### config.mk
export PLATFORM = sky130hd
export DESIGN_NAME = clock_bcd_sequencer
export DESIGN_NICKNAME = d
export VERILOG_FILES = /design/src/rtl/clock_bcd_sequencer.sv
export SDC_FILE = /design/constraint.sdc
export NUM_CORES = 1
export LEC_CHECK = 0
export ABC_AREA = 1
export CAP_MARGIN = 20
export CORE_MARGIN = 4
export CORE_UTILIZATION = 49
export CTS_BUF_LIST = sky130_fd_sc_hd__clkbuf_4 sky130_fd_sc_hd__clkbuf_8
export DETAILED_ROUTE_END_ITERATION = 8
export GPL_TIMING_DRIVEN = 0
export PLACE_DENSITY_LB_ADDON = 0.08
export SLEW_MARGIN = 10
export SYNTH_ARGS = -nofsm -noshare
export SYNTH_HDL_FRONTEND = slang
export SYNTH_SLANG_ARGS = --single-unit
### constraint.sdc
create_clock -name i_clk -period 3.3 [get_ports i_clk]
set_input_delay 0.495 -clock i_clk [delete_from_list [all_inputs] [get_ports i_clk]]
set_output_delay 0.495 -clock i_clk [all_outputs]
set_load 0.03 [all_outputs]
### src/rtl/clock_bcd_sequencer.sv
// rtl/clock_bcd_sequencer.sv - shares one binary-to-BCD converter across the hours, minutes and seconds fields
// The three fields are captured together and all six digits are committed on one edge.

module bin_to_bcd (
  input  logic [5:0] bin_i,
  output logic [3:0] tens_o,
  output logic [3:0] ones_o
);

  logic [13:0] shift;

  // Double-dabble: adjust each BCD nibble before every shift.
  always_comb begin
    shift = {8'd0, bin_i};
    for (int i = 0; i < 6; i++) begin
      if (shift[9:6] >= 4'd5) begin
        shift[9:6] = shift[9:6] + 4'd3;
      end
      if (shift[13:10] >= 4'd5) begin
        shift[13:10] = shift[13:10] + 4'd3;
      end
      shift = shift << 1;
    end
    tens_o = shift[13:10];
    ones_o = shift[9:6];
  end

endmodule

module clock_bcd_sequencer #(
  parameter bit BLANK_HOURS_MSB = 1'b0
) (
  input  logic       i_clk,
  input  logic       i_reset,
  input  logic       i_refresh_stb,
  input  logic [4:0] i_hours,
  input  logic [5:0] i_minutes,
  input  logic [5:0] i_seconds,
  output logic [3:0] o_hours_msb,
  output logic [3:0] o_hours_lsb,
  output logic [3:0] o_minutes_msb,
  output logic [3:0] o_minutes_lsb,
  output logic [3:0] o_seconds_msb,
  output logic [3:0] o_seconds_lsb,
  output logic       o_busy,
  output logic       o_done
);

  typedef enum logic [2:0] {
    ST_IDLE,
    ST_CONV_SEC,
    ST_CONV_MIN,
    ST_CONV_HR,
    ST_DONE
  } state_t;

  localparam logic [3:0] HR_MSB_RST = BLANK_HOURS_MSB ? 4'hF : 4'h0;

  state_t     state_q, state_d;
  logic       pending_q, pending_d;
  logic [4:0] snap_hr_q, snap_hr_d;
  logic [5:0] snap_min_q, snap_min_d;
  logic [5:0] snap_sec_q, snap_sec_d;
  logic [3:0] stg_sec_tens_q, stg_sec_tens_d;
  logic [3:0] stg_sec_ones_q, stg_sec_ones_d;
  logic [3:0] stg_min_tens_q, stg_min_tens_d;
  logic [3:0] stg_min_ones_q, stg_min_ones_d;
  logic [3:0] hr_msb_q, hr_msb_d;
  logic [3:0] hr_lsb_q, hr_lsb_d;
  logic [3:0] min_msb_q, min_msb_d;
  logic [3:0] min_lsb_q, min_lsb_d;
  logic [3:0] sec_msb_q, sec_msb_d;
  logic [3:0] sec_lsb_q, sec_lsb_d;

  logic [5:0] conv_bin;
  logic [3:0] conv_tens;
  logic [3:0] conv_ones;
  logic       take_snap;

  // The state register doubles as the converter's registered mux select.
  always_comb begin
    conv_bin = 6'd0;
    case (state_q)
      ST_CONV_SEC: conv_bin = snap_sec_q;
      ST_CONV_MIN: conv_bin = snap_min_q;
      ST_CONV_HR:  conv_bin = {1'b0, snap_hr_q};
      default:     conv_bin = 6'd0;
    endcase
  end

  bin_to_bcd u_bin_to_bcd (
    .bin_i  (conv_bin),
    .tens_o (conv_tens),
    .ones_o (conv_ones)
  );

  always_comb begin
    state_d        = state_q;
    pending_d      = pending_q;
    take_snap      = 1'b0;
    stg_sec_tens_d = stg_sec_tens_q;
    stg_sec_ones_d = stg_sec_ones_q;
    stg_min_tens_d = stg_min_tens_q;
    stg_min_ones_d = stg_min_ones_q;
    hr_msb_d       = hr_msb_q;
    hr_lsb_d       = hr_lsb_q;
    min_msb_d      = min_msb_q;
    min_lsb_d      = min_lsb_q;
    sec_msb_d      = sec_msb_q;
    sec_lsb_d      = sec_lsb_q;

    case (state_q)
      ST_IDLE: begin
        if (i_refresh_stb) begin
          take_snap = 1'b1;
          state_d   = ST_CONV_SEC;
        end
      end
      ST_CONV_SEC: begin
        stg_sec_tens_d = conv_tens;
        stg_sec_ones_d = conv_ones;
        if (i_refresh_stb) pending_d = 1'b1;
        state_d = ST_CONV_MIN;
      end
      ST_CONV_MIN: begin
        stg_min_tens_d = conv_tens;
        stg_min_ones_d = conv_ones;
        if (i_refresh_stb) pending_d = 1'b1;
        state_d = ST_CONV_HR;
      end
      ST_CONV_HR: begin
        sec_msb_d = stg_sec_tens_q;
        sec_lsb_d = stg_sec_ones_q;
        min_msb_d = stg_min_tens_q;
        min_lsb_d = stg_min_ones_q;
        hr_msb_d  = (BLANK_HOURS_MSB && conv_tens == 4'd0) ? 4'hF : conv_tens;
        hr_lsb_d  = conv_ones;
        if (i_refresh_stb) pending_d = 1'b1;
        state_d = ST_DONE;
      end
      ST_DONE: begin
        if (pending_q || i_refresh_stb) begin
          take_snap = 1'b1;
          pending_d = 1'b0;
          state_d   = ST_CONV_SEC;
        end else begin
          state_d = ST_IDLE;
        end
      end
      default: state_d = ST_IDLE;
    endcase

    snap_hr_d  = take_snap ? i_hours   : snap_hr_q;
    snap_min_d = take_snap ? i_minutes : snap_min_q;
    snap_sec_d = take_snap ? i_seconds : snap_sec_q;
  end

  always_ff @(posedge i_clk) begin
    if (i_reset) begin
      state_q        <= ST_IDLE;
      pending_q      <= 1'b0;
      snap_hr_q      <= 5'd0;
      snap_min_q     <= 6'd0;
      snap_sec_q     <= 6'd0;
      stg_sec_tens_q <= 4'd0;
      stg_sec_ones_q <= 4'd0;
      stg_min_tens_q <= 4'd0;
      stg_min_ones_q <= 4'd0;
      hr_msb_q       <= HR_MSB_RST;
      hr_lsb_q       <= 4'd0;
      min_msb_q      <= 4'd0;
      min_lsb_q      <= 4'd0;
      sec_msb_q      <= 4'd0;
      sec_lsb_q      <= 4'd0;
    end else begin
      state_q        <= state_d;
      pending_q      <= pending_d;
      snap_hr_q      <= snap_hr_d;
      snap_min_q     <= snap_min_d;
      snap_sec_q     <= snap_sec_d;
      stg_sec_tens_q <= stg_sec_tens_d;
      stg_sec_ones_q <= stg_sec_ones_d;
      stg_min_tens_q <= stg_min_tens_d;
      stg_min_ones_q <= stg_min_ones_d;
      hr_msb_q       <= hr_msb_d;
      hr_lsb_q       <= hr_lsb_d;
      min_msb_q      <= min_msb_d;
      min_lsb_q      <= min_lsb_d;
      sec_msb_q      <= sec_msb_d;
      sec_lsb_q      <= sec_lsb_d;
    end
  end

  assign o_hours_msb   = hr_msb_q;
  assign o_hours_lsb   = hr_lsb_q;
  assign o_minutes_msb = min_msb_q;
  assign o_minutes_lsb = min_lsb_q;
  assign o_seconds_msb = sec_msb_q;
  assign o_seconds_lsb = sec_lsb_q;
  assign o_busy        = (state_q != ST_IDLE);
  assign o_done        = (state_q == ST_DONE);

endmodule

# Yosys cells after proc, flatten, opt, wreduce, memory -nomap -nowiden
# Index checks and enable logic that the tools add are counted.
[classes]
add_sub_neg = 9
n_lt_le_gt_ge = 9
eq_ne = 7
mux = 19
n_reduce_logical = 6
[ops]
columns = ["cell", "count"]
rows = [
  [">= comparator 4 x 3 -> 1 bit, second input constant", 7],
  ["two-way mux 3 bit", 6],
  ["one-hot mux 6 bit (3 select lines)", 1],
  ["adder 4 x 2 -> 4 bit, second input constant", 4],
  ["two-way mux 4 bit", 4],
  ["one-hot mux 3 bit (5 select lines)", 1],
  ["adder 3 x 2 -> 3 bit, second input constant", 3],
  ["== test 3 x 2 -> 1 bit, second input constant", 2],
  ["two-way mux 1 bit", 5],
  ["!= test 2 x 1 -> 1 bit, second input constant", 2],
  ["one-hot mux 1 bit (2 select lines)", 2],
  ["adder 1 x 2 -> 3 bit, both inputs constant", 1],
  ["adder 1 x 2 -> 3 bit, second input constant", 1],
  ["== test 3 x 1 -> 1 bit, second input constant", 1],
  ["== test 3 bit, second input constant", 1],
  [">= comparator 1 x 3 -> 1 bit, both inputs constant", 1],
  [">= comparator 1 x 3 -> 1 bit, second input constant", 1],
  ["zero test 3 bit", 1],
  ["AND reduction 3 bit", 1],
  ["nonzero test 3 bit", 1],
  ["OR reduction 3 bit", 1],
  ["!= test 2 bit, second input constant", 1],
  ["nonzero test 2 bit", 1],
  ["logical OR 1 bit", 1],
]
[word_totals]
register_bits = 61
in_bits = 20
output_inout_bits = 26
elab_cells = 65

# Logic depth before layout (Yosys ltp)
[depth]
depth_word = 12
depth_mapped = 31
mapped_depth_nobuf = 30

# Modules after synthesis
# Synthesis repeated with hierarchy kept, for this count alone.
[hier_totals]
cells_unflattened = 409
hier_area_um2 = 2800.2
[by_module_without_submodules]
columns = ["module", "n_inst", "cells_each", "area_each_um2", "seq_area_each_um2"]
rows = [
  ["clock_bcd_sequencer", 1, 346, 2452.4, 1221.2],
  ["bin_to_bcd", 1, 63, 347.8, 0.0],
]

# Least setup slack after synthesis
# Ideal clock, no wire load.
[synth_timing]
path_type = "flip-flop to flip-flop"
startpoint = "register state_q[1]"
endpoint = "register hr_lsb_q[1] (netlist: o_hours_lsb[1])"
setup_ns = 0.109
arrival_time_ns = 3.261
setup_slack_ns = -0.070
stages_incl_launch_ff = 31
path_buffers = 2
synth_period_minus_slack_ns = 3.370
path_cell_list = "dfxtp_1 -> buf_4 -> inv_1 -> nand3_2 -> buf_6 -> nor2_4 -> nor2_4 -> ha_1 -> inv_1 -> ha_1 -> or2_2 -> nand2_2 -> nand2_1 -> and2_1 -> ha_1 -> nand3_1 -> nand2_1 -> clkinv_2 -> nand2_4 -> nand2_2 -> nand2_1 -> inv_1 -> ha_1 -> inv_1 -> nor2_1 -> nand3b_4 -> nand2_2 -> nand2_1 -> nand3_1 -> nand2_1 -> inv_1"
[synth_via]
elab_chain_len = 12
word_cells_on_any_way = 19
classes_between = "5 x add/sub; 5 x order compare; 3 x eq/ne; 6 x mux"
[synth_lines]
columns = ["item", "line_no", "source"]
rows = [
  ["start, declared", "59", "state_t state_q, state_d;"],
  ["start signal, assigned", "176", "state_q <= state_d;"],
  ["== test 3 x 2 -> 1 bit, or another cell as far along", "83, 112", ""],
  ["one-hot mux 6 bit (3 select lines)", "83", "case (state_q)"],
  [">= comparator 1 x 3 -> 1 bit / adder 1 x 2 -> 3 bit (equally long branches)", "16, 17", ""],
  ["two-way mux 3 bit", "16", "if (shift[9:6] >= 4'd5) begin"],
  ["adder 4 x 2 -> 4 bit / >= comparator 4 x 3 -> 1 bit (equally long branches)", "17, 16", ""],
  ["two-way mux 4 bit", "16", ""],
  ["adder 4 x 2 -> 4 bit / >= comparator 4 x 3 -> 1 bit (equally long branches)", "17, 16", ""],
  ["two-way mux 4 bit", "16", ""],
  [">= comparator 4 x 3 -> 1 bit / adder 4 x 2 -> 4 bit (equally long branches)", "16, 17", ""],
  ["two-way mux 4 bit", "16", ""],
  [">= comparator 4 x 3 -> 1 bit", "16", ""],
  ["two-way mux 4 bit", "16", ""],
  ["end signal, assigned", "186", "hr_lsb_q <= hr_lsb_d;"],
  ["end, declared", "69", "logic [3:0] hr_lsb_q, hr_lsb_d;"],
]
# Parallel ways exist; a longest one is shown, timed or not.
# A chain may end at the register's enable or synchronous reset.

# Worst setup path in the final report
[layout_timing]
startpoint = "register state_q[2]"
endpoint = "register stg_min_ones_q[1]"
[layout_via]
elab_chain_len = 12
word_cells_on_any_way = 19
classes_between = "5 x add/sub; 5 x order compare; 3 x eq/ne; 6 x mux"
[layout_lines]
columns = ["item", "line_no", "source"]
rows = [
  ["== test 3 x 2 -> 1 bit, or another cell as far along", "83", ""],
  ["one-hot mux 6 bit (3 select lines)", "83", ""],
  [">= comparator 1 x 3 -> 1 bit / adder 1 x 2 -> 3 bit (equally long branches)", "16, 17", ""],
  ["two-way mux 3 bit", "16", ""],
  ["adder 4 x 2 -> 4 bit / >= comparator 4 x 3 -> 1 bit (equally long branches)", "17, 16", ""],
  ["two-way mux 4 bit", "16", ""],
  ["adder 4 x 2 -> 4 bit / >= comparator 4 x 3 -> 1 bit (equally long branches)", "17, 16", ""],
  ["two-way mux 4 bit", "16", ""],
  [">= comparator 4 x 3 -> 1 bit / adder 4 x 2 -> 4 bit (equally long branches)", "16, 17", ""],
  ["two-way mux 4 bit", "16", ""],
  [">= comparator 4 x 3 -> 1 bit", "16", ""],
  ["two-way mux 4 bit", "16", ""],
  ["end signal, assigned", "184", "stg_min_ones_q <= stg_min_ones_d;"],
  ["end, declared", "67", "logic [3:0] stg_min_ones_q, stg_min_ones_d;"],
]
# Parallel ways exist; a longest one is shown, timed or not.

==> impl_results.md <==
- Post-Syn Area per Cell: 7.256 um2
- Slew @ Worst Pin: 557.4 ps
- CORE AREA: between 0.005 and 0.006 mm2
- I/O pin count: 46
- Non-Filler Instances: 500
- Final ANT Viol Nets: 0
- Peak VDD IR: around 0.00035 V
- Finish-stage setup viols: 0
- Number of global-route vias before repair: 2404
- Min cycle time layout: roughly 3200 ps
- Vias per inst: 5.004
- Tightest Hold Check Type: register to register
- WHS Path Cells: 2
- CTS root buffer: clkbuf_8
- Max-cap viol count: 0
- Max-Slew Margin vs Limit: 62.84%
- Initial antenna violation count: 0
- Worst Path Buf+Inv: 7
- DRT iter0 DRCs: 153
- Post-Route Skew: 5.428 ps
- Clk sink count: 56
- Die area: between 0.006 and 0.007 mm2
- Starting density of the core: 50.68%
- Most common cell on crit path: nand2_4
- Std-Cell Rows: 26
- Pin count of the biggest net entering global routing: 18
- Total grt overflow: 0
- Placed Instances: 473
- Share of post-route cells with drive strength above 1: 20.70%
- CP Capture Type: register
- Commonest cells after routing, fill and taps aside: 69 x nor2_1, 53 x dfxtp_1, 42 x clkdlybuf4s50_1
- CP required: 3510 ps
- Number of remaining DRC errors: 0
- Max Root-Sink Buffers: 2
- First-pass GRT wire length: 10850 um
- Critical Path AT: 3440 ps
- Drt pass-1 iters: 4
- GRT Util Overall: around a fifth
- GP Congestion: 0.7995
- Final core occ: roughly 70%
- Crit path from: state_q[2]
- Reg-to-Reg End: stg_min_ones_q[1]
- Max-slew violation count: 0
- Crit path launch type: register
- Largest incremental delay on the critical path: 400 ps
- Library cells used by synthesis: 32
- Area growth from synthesis to layout: 36.46%
- R2R cell count: 28
- Total Nets Final: 455
- Worst flop-to-flop path startpoint: state_q[2]
- Clock latency on the worst-skew pair: 310 ps
- Commonest non-fill, non-tap cell in the layout: nor2_1
- Netlist Area Pre-Place: around 0.0026 mm2
- Synthesis-stage register bit count: 56
- P_leak: 1.624 nW
- # H-tree levels: 2
- CP Class: register to register
- Fillers: 456
- CTS tree: built
- Max FO, Critical Path: 5
- Num CTS Buffers: 5
- Pwr Density: around 570 mW/mm2
- Die height: roughly 80 um
- Total Wirelength: 6748 um
- Crit share post-route: 97.77%
- Avg WL per Cell: 13.50 um
- Worst hold slack: approximately 450 ps
- Worst reg2reg setup slack: between 70 and 80 ps
- CP top delay family: simple AND/OR/NAND/NOR gates
- Slowest cell on the critical path: dfxtp_4
- Status: completed
- Hold Startpoint: o_hours_msb[2]
- Die X: 80.92 um
- Fmax achieved: 0.3099 GHz
- Hold-fix buffers at CTS: 0
- Sequential share of the synthesized area: 43.04%
- RSZ-0062 raised after global routing: yes
- Fin. Hold Viols: 0
- Clock Pin Slew Worst Setup and Hold Paths: 100 ps
- Synth Warn #: 0
- # port buffers: 42
- DPL Wire Length: 4519 um
- Diodes inserted: 0
- Cells after Synth: 359
- Vias: 2502
- Hold Path End: o_hours_msb[2]
## layout make-up
cell class	instances	area (um2)	share of cell area [%]
multi-input combinational	242	1406	39.56
tap	70	87.58	2.464
buffer	17	86.33	2.429
sequential	56	1132	31.86
clock inverter	2	13.76	0.3872
inverter	45	181.4	5.104
timing repair buffer	62	570.5	16.05
clock buffer	6	76.32	2.147
## layer usage
| layer | wire [um] | share of wire [%] | track usage [%] | vias to the layer above |
|---|---|---|---|---|
| met1 | 2991 | 44 | 27.03 | 1164 |
| li1 | - | - | - | 1275 |
| met5 | 0 | 0 | 0 | - |
| met4 | 61 | 0.90 | 5.574 | 0 |
| met2 | 3338 | 49 | 37.19 | 59 |
| met3 | 357 | 5.3 | 3.659 | 4 |
## logic make-up (layout without fill, tap and decap cells)
logic type / count (synthesis) / in the layout / synth area share [%]
AOI/OAI and AO/OA: 65 / 65 / 12.78
adders and majority gates: 6 / 6 / 2.882
xor gates and xnor gates: 1 / 1 / 0.3363
DFF: 56 / 56 / 43.04
buffers and inverters: 63 / 132 / 9.990
and+or+nand+nor: 167 / 167 / 30.84
other: 1 / 3 / 0.1440
## worst max path at each step
stage / end / slack (ps) / depth (start not counted)
after global routing: stg_min_ones_q[1] / -100 / 28
after floorplan: o_hours_lsb[1] / 50 / 30
after detailed placement: stg_min_ones_q[1] / -360 / 29
after CTS: stg_min_ones_q[1] / 20 / 30
final: stg_min_ones_q[1] / 70 / 28
after global placement: stg_min_ones_q[1] / -300 / 29
## flip-flops by register name (all words and copies together) (netlist names), 4 cells and up
name,cells
snap_min_q,6
snap_sec_q,6
snap_hr_q,5
o_hours_lsb,4
o_minutes_lsb,4
o_seconds_lsb,4
stg_min_ones_q,4
stg_sec_ones_q,4
## through the flow
stage / worst slack (ps) / area (um2) / setup TNS, ps / power (mW)
floorplan: 50.65 / 2624 / 0 / 1.291
global placement: -302.4 / 3132 / -1864 / 1.456
detailed placement: -360.6 / 3132 / -2414 / 1.473
CTS: 17.51 / 3395 / 0 / 1.928
global route: -96.36 / 3555 / -473.3 / 2.152
finish: 73.52 / 3555 / 0 / 2.018
## report_power, final
part | total, mW | switching [mW] | internal [mW]
registers | 0.834 | 0.0584 | 0.776
clock network | 0.384 | 0.224 | 0.160
logic | 0.799 | 0.465 | 0.334
total | 2.02 | 0.748 | 1.27
## cell usage after synthesis (all sizes together)
master | count | share of area, %
and2 | 2 | 0.58
inv | 44 | 6.3
nor3 | 2 | 0.82
clkinv | 1 | 0.19
nand3 | 30 | 6.9
conb | 1 | 0.14
or2 | 1 | 0.24
a31oi | 1 | 0.24
nand2 | 52 | 8.8
buf | 6 | 1.7
nand4 | 2 | 0.48
clkbuf | 12 | 1.7
nor2 | 76 | 12
o21ai | 40 | 7.8
nand3b | 2 | 1.1
a21oi | 23 | 4.4
dfxtp | 56 | 43
o21a | 1 | 0.29
xor2 | 1 | 0.34
ha | 6 | 2.9
## timing repair
item | in CTS | in global routing
endpoints found under the setup margin | 12 | 10
setup buffers | 9 | 11
pin swaps | 11 | 13
resized for setup | 31 | 20
endpoints found under the hold margin | 0 | 0
## worst min-delay path, stage by stage (launching register included)
cell and delay, ps:
dfxtp_1 330, nand2_1 60, nor2_1 30
(Power assumes the default switching activity.)
